`src/rtl/apb_periph_pkg.sv`:
```
// Shared APB peripheral definitions: register map, STATUS layout, FSM encoding.
package apb_periph_pkg;

    localparam int unsigned APB_AW       = 16;
    localparam int unsigned APB_DW       = 32;
    localparam int unsigned THRESH_W     = 5;
    localparam int unsigned STAT_COUNT_W = 5;
    localparam int unsigned WAIT_W       = 2;

    // Register index lives in PADDR[3:2]; anything above bit 3 must be zero.
    localparam int unsigned REG_IDX_LSB  = 2;
    localparam int unsigned REG_IDX_MSB  = 3;
    localparam int unsigned ADDR_HI_LSB  = 4;

    localparam int unsigned STAT_OVF_BIT    = 8;
    localparam int unsigned STAT_UNF_BIT    = 9;
    localparam int unsigned CTRL_IRQ_EN_BIT = 0;
    localparam int unsigned CTRL_FLUSH_BIT  = 1;

    localparam logic [THRESH_W-1:0] THRESH_RST = 5'd1;

    // Register offsets 0x0/0x4/0x8/0xC expressed as PADDR[3:2] indices.
    typedef enum logic [1:0] {
        REG_DATA   = 2'd0,
        REG_STATUS = 2'd1,
        REG_CTRL   = 2'd2,
        REG_THRESH = 2'd3
    } reg_sel_e;

    typedef enum logic {
        ST_IDLE   = 1'b0,
        ST_ACCESS = 1'b1
    } apb_state_e;

    typedef struct packed {
        logic [21:0]             rsvd_hi;
        logic                    unf;
        logic                    ovf;
        logic                    rsvd_lo;
        logic [STAT_COUNT_W-1:0] count;
        logic                    full;
        logic                    empty;
    } status_t;

endpackage

```
`src/rtl/sync_fifo.sv`:
```
// Synchronous FIFO: unreset storage, wrapping pointers and an occupancy count.
module sync_fifo #(
    parameter int unsigned DEPTH = 8,
    parameter int unsigned DW    = 32
) (
    input  logic                   i_clk,
    input  logic                   i_rst,
    input  logic                   i_push,
    input  logic                   i_pop,
    input  logic                   i_flush,
    input  logic [DW-1:0]          i_wdata,
    output logic [DW-1:0]          o_rdata_c,
    output logic                   o_full_c,
    output logic                   o_empty_c,
    output logic [$clog2(DEPTH):0] o_count
);

    localparam int unsigned AW = $clog2(DEPTH);
    localparam int unsigned CW = AW + 1;

    logic [DW-1:0] r_mem [DEPTH];
    logic [AW-1:0] r_wptr;
    logic [AW-1:0] r_rptr;
    logic [CW-1:0] r_count;
    logic          w_do_push;
    logic          w_do_pop;

    assign o_full_c  = (r_count == CW'(DEPTH));
    assign o_empty_c = (r_count == '0);
    assign o_rdata_c = r_mem[r_rptr];
    assign o_count   = r_count;

    // Push to a full FIFO or pop from an empty one leaves state untouched.
    assign w_do_push = i_push && !o_full_c;
    assign w_do_pop  = i_pop && !o_empty_c;

    always_ff @(posedge i_clk) begin
        if (w_do_push) begin
            r_mem[r_wptr] <= i_wdata;
        end
    end

    always_ff @(posedge i_clk) begin
        if (i_rst || i_flush) begin
            r_wptr  <= '0;
            r_rptr  <= '0;
            r_count <= '0;
        end else begin
            if (w_do_push) begin
                r_wptr <= r_wptr + AW'(1);
            end
            if (w_do_pop) begin
                r_rptr <= r_rptr + AW'(1);
            end
            case ({w_do_push, w_do_pop})
                2'b10:   r_count <= r_count + CW'(1);
                2'b01:   r_count <= r_count - CW'(1);
                default: r_count <= r_count;
            endcase
        end
    end

endmodule

```
`src/rtl/apb_fifo_slave.sv`:
```
// APB slave exposing a FIFO with status, control, threshold and level interrupt.
module apb_fifo_slave
    import apb_periph_pkg::*;
#(
    parameter int unsigned DEPTH       = 8,
    parameter int unsigned WAIT_CYCLES = 1
) (
    input  logic              iClk,
    input  logic              iRst,
    input  logic              iPSEL,
    input  logic              iPENABLE,
    input  logic              iPWRITE,
    input  logic [APB_AW-1:0] iPADDR,
    input  logic [APB_DW-1:0] iPWDATA,
    output logic [APB_DW-1:0] oPRDATA,
    output logic              oPREADY,
    output logic              oIrq
);

    localparam int unsigned CW = $clog2(DEPTH) + 1;

    apb_state_e          r_state;
    apb_state_e          w_state_nxt;
    logic [WAIT_W-1:0]   r_wait;
    logic [WAIT_W-1:0]   w_wait_nxt;
    logic                w_ready;

    logic                r_irq_en;
    logic [THRESH_W-1:0] r_thresh;
    logic                r_ovf;
    logic                r_unf;
    logic                r_irq;

    logic                w_addr_ok;
    reg_sel_e            w_sel;
    logic                w_wr_en;
    logic                w_rd_en;
    logic                w_push;
    logic                w_pop;
    logic                w_flush;
    logic                w_full;
    logic                w_empty;
    logic [CW-1:0]       w_count;
    logic [APB_DW-1:0]   w_head;
    logic [APB_DW-1:0]   w_rmux;
    status_t             w_status;
    logic                w_unused;

    // FSM state and wait-state counter.
    always_ff @(posedge iClk) begin
        if (iRst) begin
            r_state <= ST_IDLE;
            r_wait  <= '0;
        end else begin
            r_state <= w_state_nxt;
            r_wait  <= w_wait_nxt;
        end
    end

    // Next state, wait counting and ready; reset kills a completing transfer.
    always_comb begin
        w_state_nxt = r_state;
        w_wait_nxt  = r_wait;
        w_ready     = 1'b0;
        case (r_state)
            ST_IDLE: begin
                if (iPSEL && !iPENABLE) begin
                    w_state_nxt = ST_ACCESS;
                    w_wait_nxt  = '0;
                end
            end
            ST_ACCESS: begin
                w_ready = !iRst && iPSEL && iPENABLE && (r_wait == WAIT_W'(WAIT_CYCLES));
                if (r_wait != WAIT_W'(WAIT_CYCLES)) begin
                    w_wait_nxt = r_wait + WAIT_W'(1);
                end
                if (w_ready || !iPSEL) begin
                    w_state_nxt = ST_IDLE;
                end
            end
            default: w_state_nxt = ST_IDLE;
        endcase
    end

    assign oPREADY   = w_ready;
    assign w_addr_ok = (iPADDR[APB_AW-1:ADDR_HI_LSB] == '0);
    assign w_sel     = reg_sel_e'(iPADDR[REG_IDX_MSB:REG_IDX_LSB]);
    assign w_wr_en   = w_ready && iPWRITE && w_addr_ok;
    assign w_rd_en   = w_ready && !iPWRITE && w_addr_ok;
    assign w_push    = w_wr_en && (w_sel == REG_DATA);
    assign w_pop     = w_rd_en && (w_sel == REG_DATA);
    assign w_flush   = w_wr_en && (w_sel == REG_CTRL) && iPWDATA[CTRL_FLUSH_BIT];
    assign w_unused  = ^iPADDR[REG_IDX_LSB-1:0];

    sync_fifo #(
        .DEPTH (DEPTH),
        .DW    (APB_DW)
    ) u_fifo (
        .i_clk     (iClk),
        .i_rst     (iRst),
        .i_push    (w_push),
        .i_pop     (w_pop),
        .i_flush   (w_flush),
        .i_wdata   (iPWDATA),
        .o_rdata_c (w_head),
        .o_full_c  (w_full),
        .o_empty_c (w_empty),
        .o_count   (w_count)
    );

    always_comb begin
        w_status       = '0;
        w_status.empty = w_empty;
        w_status.full  = w_full;
        w_status.count = STAT_COUNT_W'(w_count);
        w_status.ovf   = r_ovf;
        w_status.unf   = r_unf;
    end

    // Read mux; out-of-range addresses read as zero.
    always_comb begin
        w_rmux = '0;
        if (w_addr_ok) begin
            case (w_sel)
                REG_DATA:   w_rmux = w_empty ? '0 : w_head;
                REG_STATUS: w_rmux = w_status;
                REG_CTRL:   w_rmux[CTRL_IRQ_EN_BIT] = r_irq_en;
                REG_THRESH: w_rmux = APB_DW'(r_thresh);
                default:    w_rmux = '0;
            endcase
        end
    end

    assign oPRDATA = (w_ready && !iPWRITE) ? w_rmux : '0;

    // Sticky flags, control registers and the registered level interrupt.
    always_ff @(posedge iClk) begin
        if (iRst) begin
            r_ovf    <= 1'b0;
            r_unf    <= 1'b0;
            r_irq_en <= 1'b0;
            r_thresh <= THRESH_RST;
            r_irq    <= 1'b0;
        end else begin
            r_irq <= r_irq_en && (THRESH_W'(w_count) >= r_thresh);
            if (w_push && w_full) begin
                r_ovf <= 1'b1;
            end
            if (w_pop && w_empty) begin
                r_unf <= 1'b1;
            end
            if (w_wr_en) begin
                case (w_sel)
                    REG_STATUS: begin
                        if (iPWDATA[STAT_OVF_BIT]) begin
                            r_ovf <= 1'b0;
                        end
                        if (iPWDATA[STAT_UNF_BIT]) begin
                            r_unf <= 1'b0;
                        end
                    end
                    // A flush write is a pure command and keeps the enable as is.
                    REG_CTRL: begin
                        if (!iPWDATA[CTRL_FLUSH_BIT]) begin
                            r_irq_en <= iPWDATA[CTRL_IRQ_EN_BIT];
                        end
                    end
                    REG_THRESH: r_thresh <= iPWDATA[THRESH_W-1:0];
                    default: ;
                endcase
            end
        end
    end

    assign oIrq = r_irq;

endmodule

```
`config.mk`:
```
export PLATFORM = sky130hd
export DESIGN_NAME = apb_fifo_slave
export DESIGN_NICKNAME = d
export VERILOG_FILES = /design/src/rtl/apb_periph_pkg.sv /design/src/rtl/sync_fifo.sv /design/src/rtl/apb_fifo_slave.sv
export SDC_FILE = /design/constraint.sdc
export NUM_CORES = 1
export LEC_CHECK = 0
export ABC_AREA = 1
export BUFFER_PORTS_ARGS = -buffer_cell sky130_fd_sc_hd__buf_4
export CAP_MARGIN = 10
export CELL_PAD_IN_SITES_DETAIL_PLACEMENT = 0
export CELL_PAD_IN_SITES_GLOBAL_PLACEMENT = 1
export CORE_MARGIN = 3
export CORE_UTILIZATION = 48
export CTS_CLUSTER_DIAMETER = 50
export DETAILED_ROUTE_END_ITERATION = 12
export GPL_ROUTABILITY_DRIVEN = 0
export PLACE_DENSITY = 0.88
export SLEW_MARGIN = 20
export SYNTH_ARGS = -nofsm -noshare
export SYNTH_HDL_FRONTEND = slang
export SYNTH_HIERARCHICAL = 1
export SYNTH_SLANG_ARGS = --single-unit
```
`constraint.sdc`:
```
create_clock -name iClk -period 3.76 [get_ports iClk]
set_clock_uncertainty 0.15 [all_clocks]
set_input_delay 0 -clock iClk [delete_from_list [all_inputs] [get_ports iClk]]
set_output_delay 0 -clock iClk [all_outputs]
set_load 0.005 [all_outputs]
```
# Word-level counts from Yosys, hierarchy flattened
# Memories as Yosys holds them, arrays and structs flattened. A register that Yosys moved wholly into a read port is not among the register bits.
# Index checks and enable logic that the tools add are counted.
# op_classes
addsub	5
n_lt_le_gt_ge	1
eq_ne	10
n_mux	25
bitwise	2
n_reduce_logical	32
# op_table
operator	count
2-to-1 mux 32 bit	3
one-hot mux 31 bit (3 select lines)	1
logical AND 1 bit	17
2-to-1 mux 1 bit	13
zero test 12 bit	1
one-hot mux 4 bit (2 select lines)	1
adder 3 x 1 -> 3 bit, second input constant	2
equality test 2 x 1 -> 1 bit, second input constant	3
equality test 2 bit, second input constant	3
zero test 1 bit	6
2-to-1 mux 3 bit	2
>= comparator 4 x 5 -> 1 bit	1
adder 4 x 1 -> 4 bit, second input constant	1
equality test 4 bit, second input constant	1
zero test 4 bit	1
2-to-1 mux 2 bit	2
inequality test 2 x 1 -> 1 bit, second input constant	2
one-hot mux 1 bit (4 select lines)	1
one-hot mux 2 bit (2 select lines)	1
AND reduction 2 bit	2
subtractor 4 x 1 -> 4 bit, second input constant	1
AND reduction 3 bit	1
adder 2 x 1 -> 2 bit, second input constant	1
zero test 2 bit	1
5 further kinds	7
# word_totals
ff_bits	22
mem_bits_rw	256
output_inout_bits	34
word_cells	86
n_memories	1
# memory_table
memory	words	word_bits	rd	rd_ports_with_merged_regs	wr	line	source
u_fifo.r_mem	8	32	1	1	1	sync_fifo.sv:21	logic [DW-1:0] r_mem [DEPTH];

# Logic depth before layout (Yosys ltp)
# logic_depth
ltp_word	13
mapped_depth	19

# Modules after synthesis
# The synthesis kept the hierarchy.
# by_module_without_submodules
mod	n_inst	cells_per_inst	area_per_inst_um2	seq_area_each_um2
sync_fifo	1	817	10636.5	7947.6
apb_fifo_slave	1	192	1116.1	240.2

# Worst setup path after synthesis
# Ideal clock, no wire load.
# synth_timing
path_kind	register -> register
start	reg r_wait[1]
end	mem u_fifo.r_mem[1][0] (enable)
setup_time_ns	0.421
arrival_ns	2.762
slack_ns	0.427
path_stages_with_launch	11
path_buffers	0
synth_period_minus_slack_ns	3.333
cell_sequence	dfxtp_1 -> inv_1 -> ha_1 -> nand3_4 -> nor2_8 -> nand2_4 -> nor3_1 -> nand2_1 -> nor2_1 -> inv_1 -> nor2_1
# synth_between
elab_chain_cells	9
# synth_lines
item	line	source
start, declared	apb_fifo_slave.sv:24	logic [WAIT_W-1:0] r_wait;
start signal, assigned	apb_fifo_slave.sv:56	r_wait <= w_wait_nxt;
equality test 2 x 1 -> 1 bit	apb_fifo_slave.sv:73	w_ready = !iRst && iPSEL && iPENABLE && (r_wait == WAIT_W'(WAIT_CYCLES));
logical AND 1 bit	apb_fifo_slave.sv:73	
2-to-1 mux 1 bit	apb_fifo_slave.sv:65	case (r_state)
net oPREADY	apb_fifo_slave.sv:16	output logic oPREADY,
logical AND 1 bit (2 in a row)	apb_fifo_slave.sv:88	assign w_wr_en = w_ready && iPWRITE && w_addr_ok;
logical AND 1 bit	apb_fifo_slave.sv:90	assign w_push = w_wr_en && (w_sel == REG_DATA);
net w_push	apb_fifo_slave.sv:38	logic w_push;
logical AND 1 bit	sync_fifo.sv:34	assign w_do_push = i_push && !o_full_c;
2-to-1 mux 1 bit	sync_fifo.sv:38	if (w_do_push) begin
2-to-1 mux 1 bit (not written as such)	sync_fifo.sv:39	r_mem[r_wptr] <= i_wdata;
end, declared	sync_fifo.sv:21	
# The timed path passes the listed nets, and every way through them passes these cells.

# Final worst setup path
# layout_timing
start	in iPADDR[4]
end	mem u_fifo.r_mem[1][9] (enable)
# layout_between
elab_chain_cells	6
# layout_lines
item	line	source
start, declared	apb_fifo_slave.sv:13	input logic [APB_AW-1:0] iPADDR,
zero test 12 bit	apb_fifo_slave.sv:86	assign w_addr_ok = (iPADDR[APB_AW-1:ADDR_HI_LSB] == '0);
logical AND 1 bit	apb_fifo_slave.sv:88	
logical AND 1 bit	apb_fifo_slave.sv:90	
net w_push	apb_fifo_slave.sv:38	
logical AND 1 bit	sync_fifo.sv:34	
2-to-1 mux 1 bit	sync_fifo.sv:38	
2-to-1 mux 1 bit (not written as such)	sync_fifo.sv:39	
# The timed path passes the listed nets, and every way through them passes these cells.

==> metrics <==
Clk network pwr share 42.8%; # H-tree levels 1; Post-Syn Nets around 1100; Worst-path clk slew roughly 0.060 ns; RR Endpoint u_fifo/r_mem[1][9]; DP Wirelength 14100 um; pin count of the biggest net entering global routing approximately 130; status finished, final reports clean; initial core utilization approximately half; cell internal pwr 4960 uW; Die ar. 26400 um^2; CTS hold repair buffers 54; number of setup buffers added after CTS 0; Total GRT Usage roughly a fifth; Clock Sinks around 280; ys async rst share 0%; grt ovf 0; Worst Tran Pin Value 0.857 ns; clock tree buffer depth 3; commonest register cell after synthesis edfxtp_1; Final #Nets between 1000 and 1500; Routed WL per cell roughly 17 um; Worst Hold Class input port to flop; Cells after DPL between 1000 and 1500; number of global-route vias before repair 7693; DR vias 7900; Slowest Stage Delay on Critical Path about 0.54 ns; fin area roughly 14000 um^2; instance count on the critical path 13; Synth area leaders edfxtp_1, nor2_1, nand2_1; CP Class input port to flop; Total Wirelength 25200 um; Final Hold Fails 0; DP Worst Slack 0.660 ns; fin crit period roughly 3.4 ns; r2r startpoint r_wait[0]; Worst setup SP type input port; Slew Limit Fails 0; DP Area around 13000 um^2; Final ANT Viol Nets 0; post-synthesis cell area between 10000 and 15000 um^2; largest area contributor in the synthesized netlist edfxtp_1; layout cells sized above 1 around 15%; Switch Pwr 1220 uW; setup TNS 0 ns; drt drc 0; Worst EP arrival 3.42 ns; register area share after synthesis a little over two thirds; CTS tree yes; Synth Instances a little over 1000; Setup-failing EPs final 0; Seq cells post-synth between 200 and 300; peak supply drop 0.308 mV; R2R Setup Slk between 0.6 and 0.7 ns; CP max FO 13; final setup margin a little over 0.4 ns; switching part of the total power about 20%; Hold Slack about 0.015 ns; Register-to-Register Path Depth 10; post-synth cell types 44; first-pass GRT wire length 39500 um; count of port buffers added during placement 84; Initial DRC Count approximately 500; CTS-repair resized insts 0; critical-path cell list dlygate4sd3_1, buf_4, nor2_1, dlygate4sd3_1, nand2_1, nor2_1, nand2_1, nor3_1, nand2_1, nor2_1, inv_1, nor2_4, buf_4; LEAKAGE ~0.0050 uW; Crit path max-delay family buffers and inverters; slowest CP cell dlygate4sd3_1; Slew headroom 42.8%; Ports 87; WP buf/inv 5; Die X between 150 and 200 um; core box area around 24000 um^2; unrepaired setup endpoints after global routing false; Synth top area share around 65%; Via density 5.31; syn avg cell area between 10 and 15 um^2; Final Instance Count excl. Fillers roughly 1500; worst endpoint required time around 3.8 ns; Flop pwr share between 50% and 60%; Root Driver clkbuf_16; hold path cells 10; Synth top cells by count edfxtp_1, nor2_1, nand2_1; P&R area growth vs syn 20.7%; Hold Startpoint iPADDR[6]; FMAX 298 MHz; sink of the worst hold path r_irq_en; Tcrit/Tclk final between 80 and 90%; Worst-Skew Late Latency 0.53 ns; num rows 56; most frequent cell after synthesis edfxtp_1; PD cells between 400 and 500 nW/um^2; Ant. Diodes 0; DRT Pass-1 Iters 6; CTS buffer count 29; Post-synth EDFFs 256; logic gate share of total power under 10%; initial antenna violation count 0; reported max-cap violation count 0; synth warn 6; crit end category flop; Die H between 150 and 200 um
[power groups by stage]
| stage | Combinational [uW] | Clock, uW | Sequential [uW] |
|---|---|---|---|
| 6_report | 136 | 2650 | 3400 |
| 5_1_grt | 150 | 2830 | 3400 |
| 4_1_cts | 136 | 2680 | 3400 |
| 3_5_place_dp | 101 | 0 | 3470 |
| 3_3_place_gp | 98.5 | 0 | 3470 |
| 2_1_floorplan | 19.8 | 0 | 3470 |
[flip-flops by register name, indices dropped and copies added, names as in the netlist, named ones only]
register        flops
u_fifo/r_wptr       3
r_irq_en            1
r_wait              2
u_fifo/o_count      4
r_ovf               1
u_fifo/r_mem      256
r_state             1
r_unf               1
oIrq                1
r_thresh            5
u_fifo/r_rptr       3
[routing by layer]
layer	vias up	global-route usage, %	part of all wire (%)
met5	-	0	0
met4	0	6.17	2.0
met3	40	3.20	6.8
met2	258	31.4	48
met1	3786	25.4	43
li1	3816	-	-
[cell usage in the layout (no fill, tap or decap), types with 2 or more instances in the layout]
cell and n:
o21ai_0 114, clkinvlp_4 3, dfxtp_1 23, o22ai_1 33
inv_1 41, mux2i_1 32, nor3b_1 2, clkinv_2 8
buf_12 2, dlygate4sd3_1 54, o21ai_1 21, clkbuf_16 29
a22oi_1 3, inv_8 2, nor2_4 9, nand2_1 167
ha_1 10, buf_4 106, xnor2_1 2, a21oi_1 16
a31oi_1 2, clkinv_1 6, nor2_1 182, clkinv_4 2
nand3_1 17, a221oi_1 2, edfxtp_1 256, or2_2 2
dfxtp_4 2, nor3_1 3
[area by class of cell]
| cell class | count | area (um^2) |
|---|---|---|
| fill | 1881 | 9570 |
| sequential | 281 | 8200 |
| multi-input combinational | 630 | 3150 |
| timing repair buffer | 162 | 1380 |
| clock buffer | 30 | 729 |
| tap | 319 | 399 |
| clock inverter | 22 | 168 |
| inverter | 44 | 168 |
[worst max path at each step]
stage,endpoint,slack (ns),from
finish,u_fifo/r_mem[1][9],0.41,iPADDR[4]
CTS,u_fifo/r_mem[1][9],0.42,iPADDR[4]
global placement,u_fifo/r_mem[1][10],0.67,r_wait[1]
detailed placement,u_fifo/r_mem[1][9],0.66,r_wait[1]
global route,u_fifo/r_mem[1][15],0.22,iPADDR[4]
floorplan,u_fifo/r_mem[1][0],0.43,r_wait[1]
[through the flow]
step,total power [uW],utilization (%)
4_1_cts,6220,59.7
3_5_place_dp,3570,53.7
5_1_grt,6380,59.7
6_report,6180,59.7
3_3_place_gp,3570,53.7
2_1_floorplan,3490,-
[logic make-up after synthesis]
logic type	synth area share [%]
compound gates	8.97
mux	2.73
xor+xnor	0.224
flops	69.7
buf+inv	4.08
simple gates	13.3
fa+ha+maj	1.06
[tightest hold or removal path: cells and delay by family]
kind,cells,cell delay [ns]
AND/OR/NAND/NOR,8,0.53
buffers and inverters,2,0.12
No activity file was read; power rests on OpenSTA's default activity.
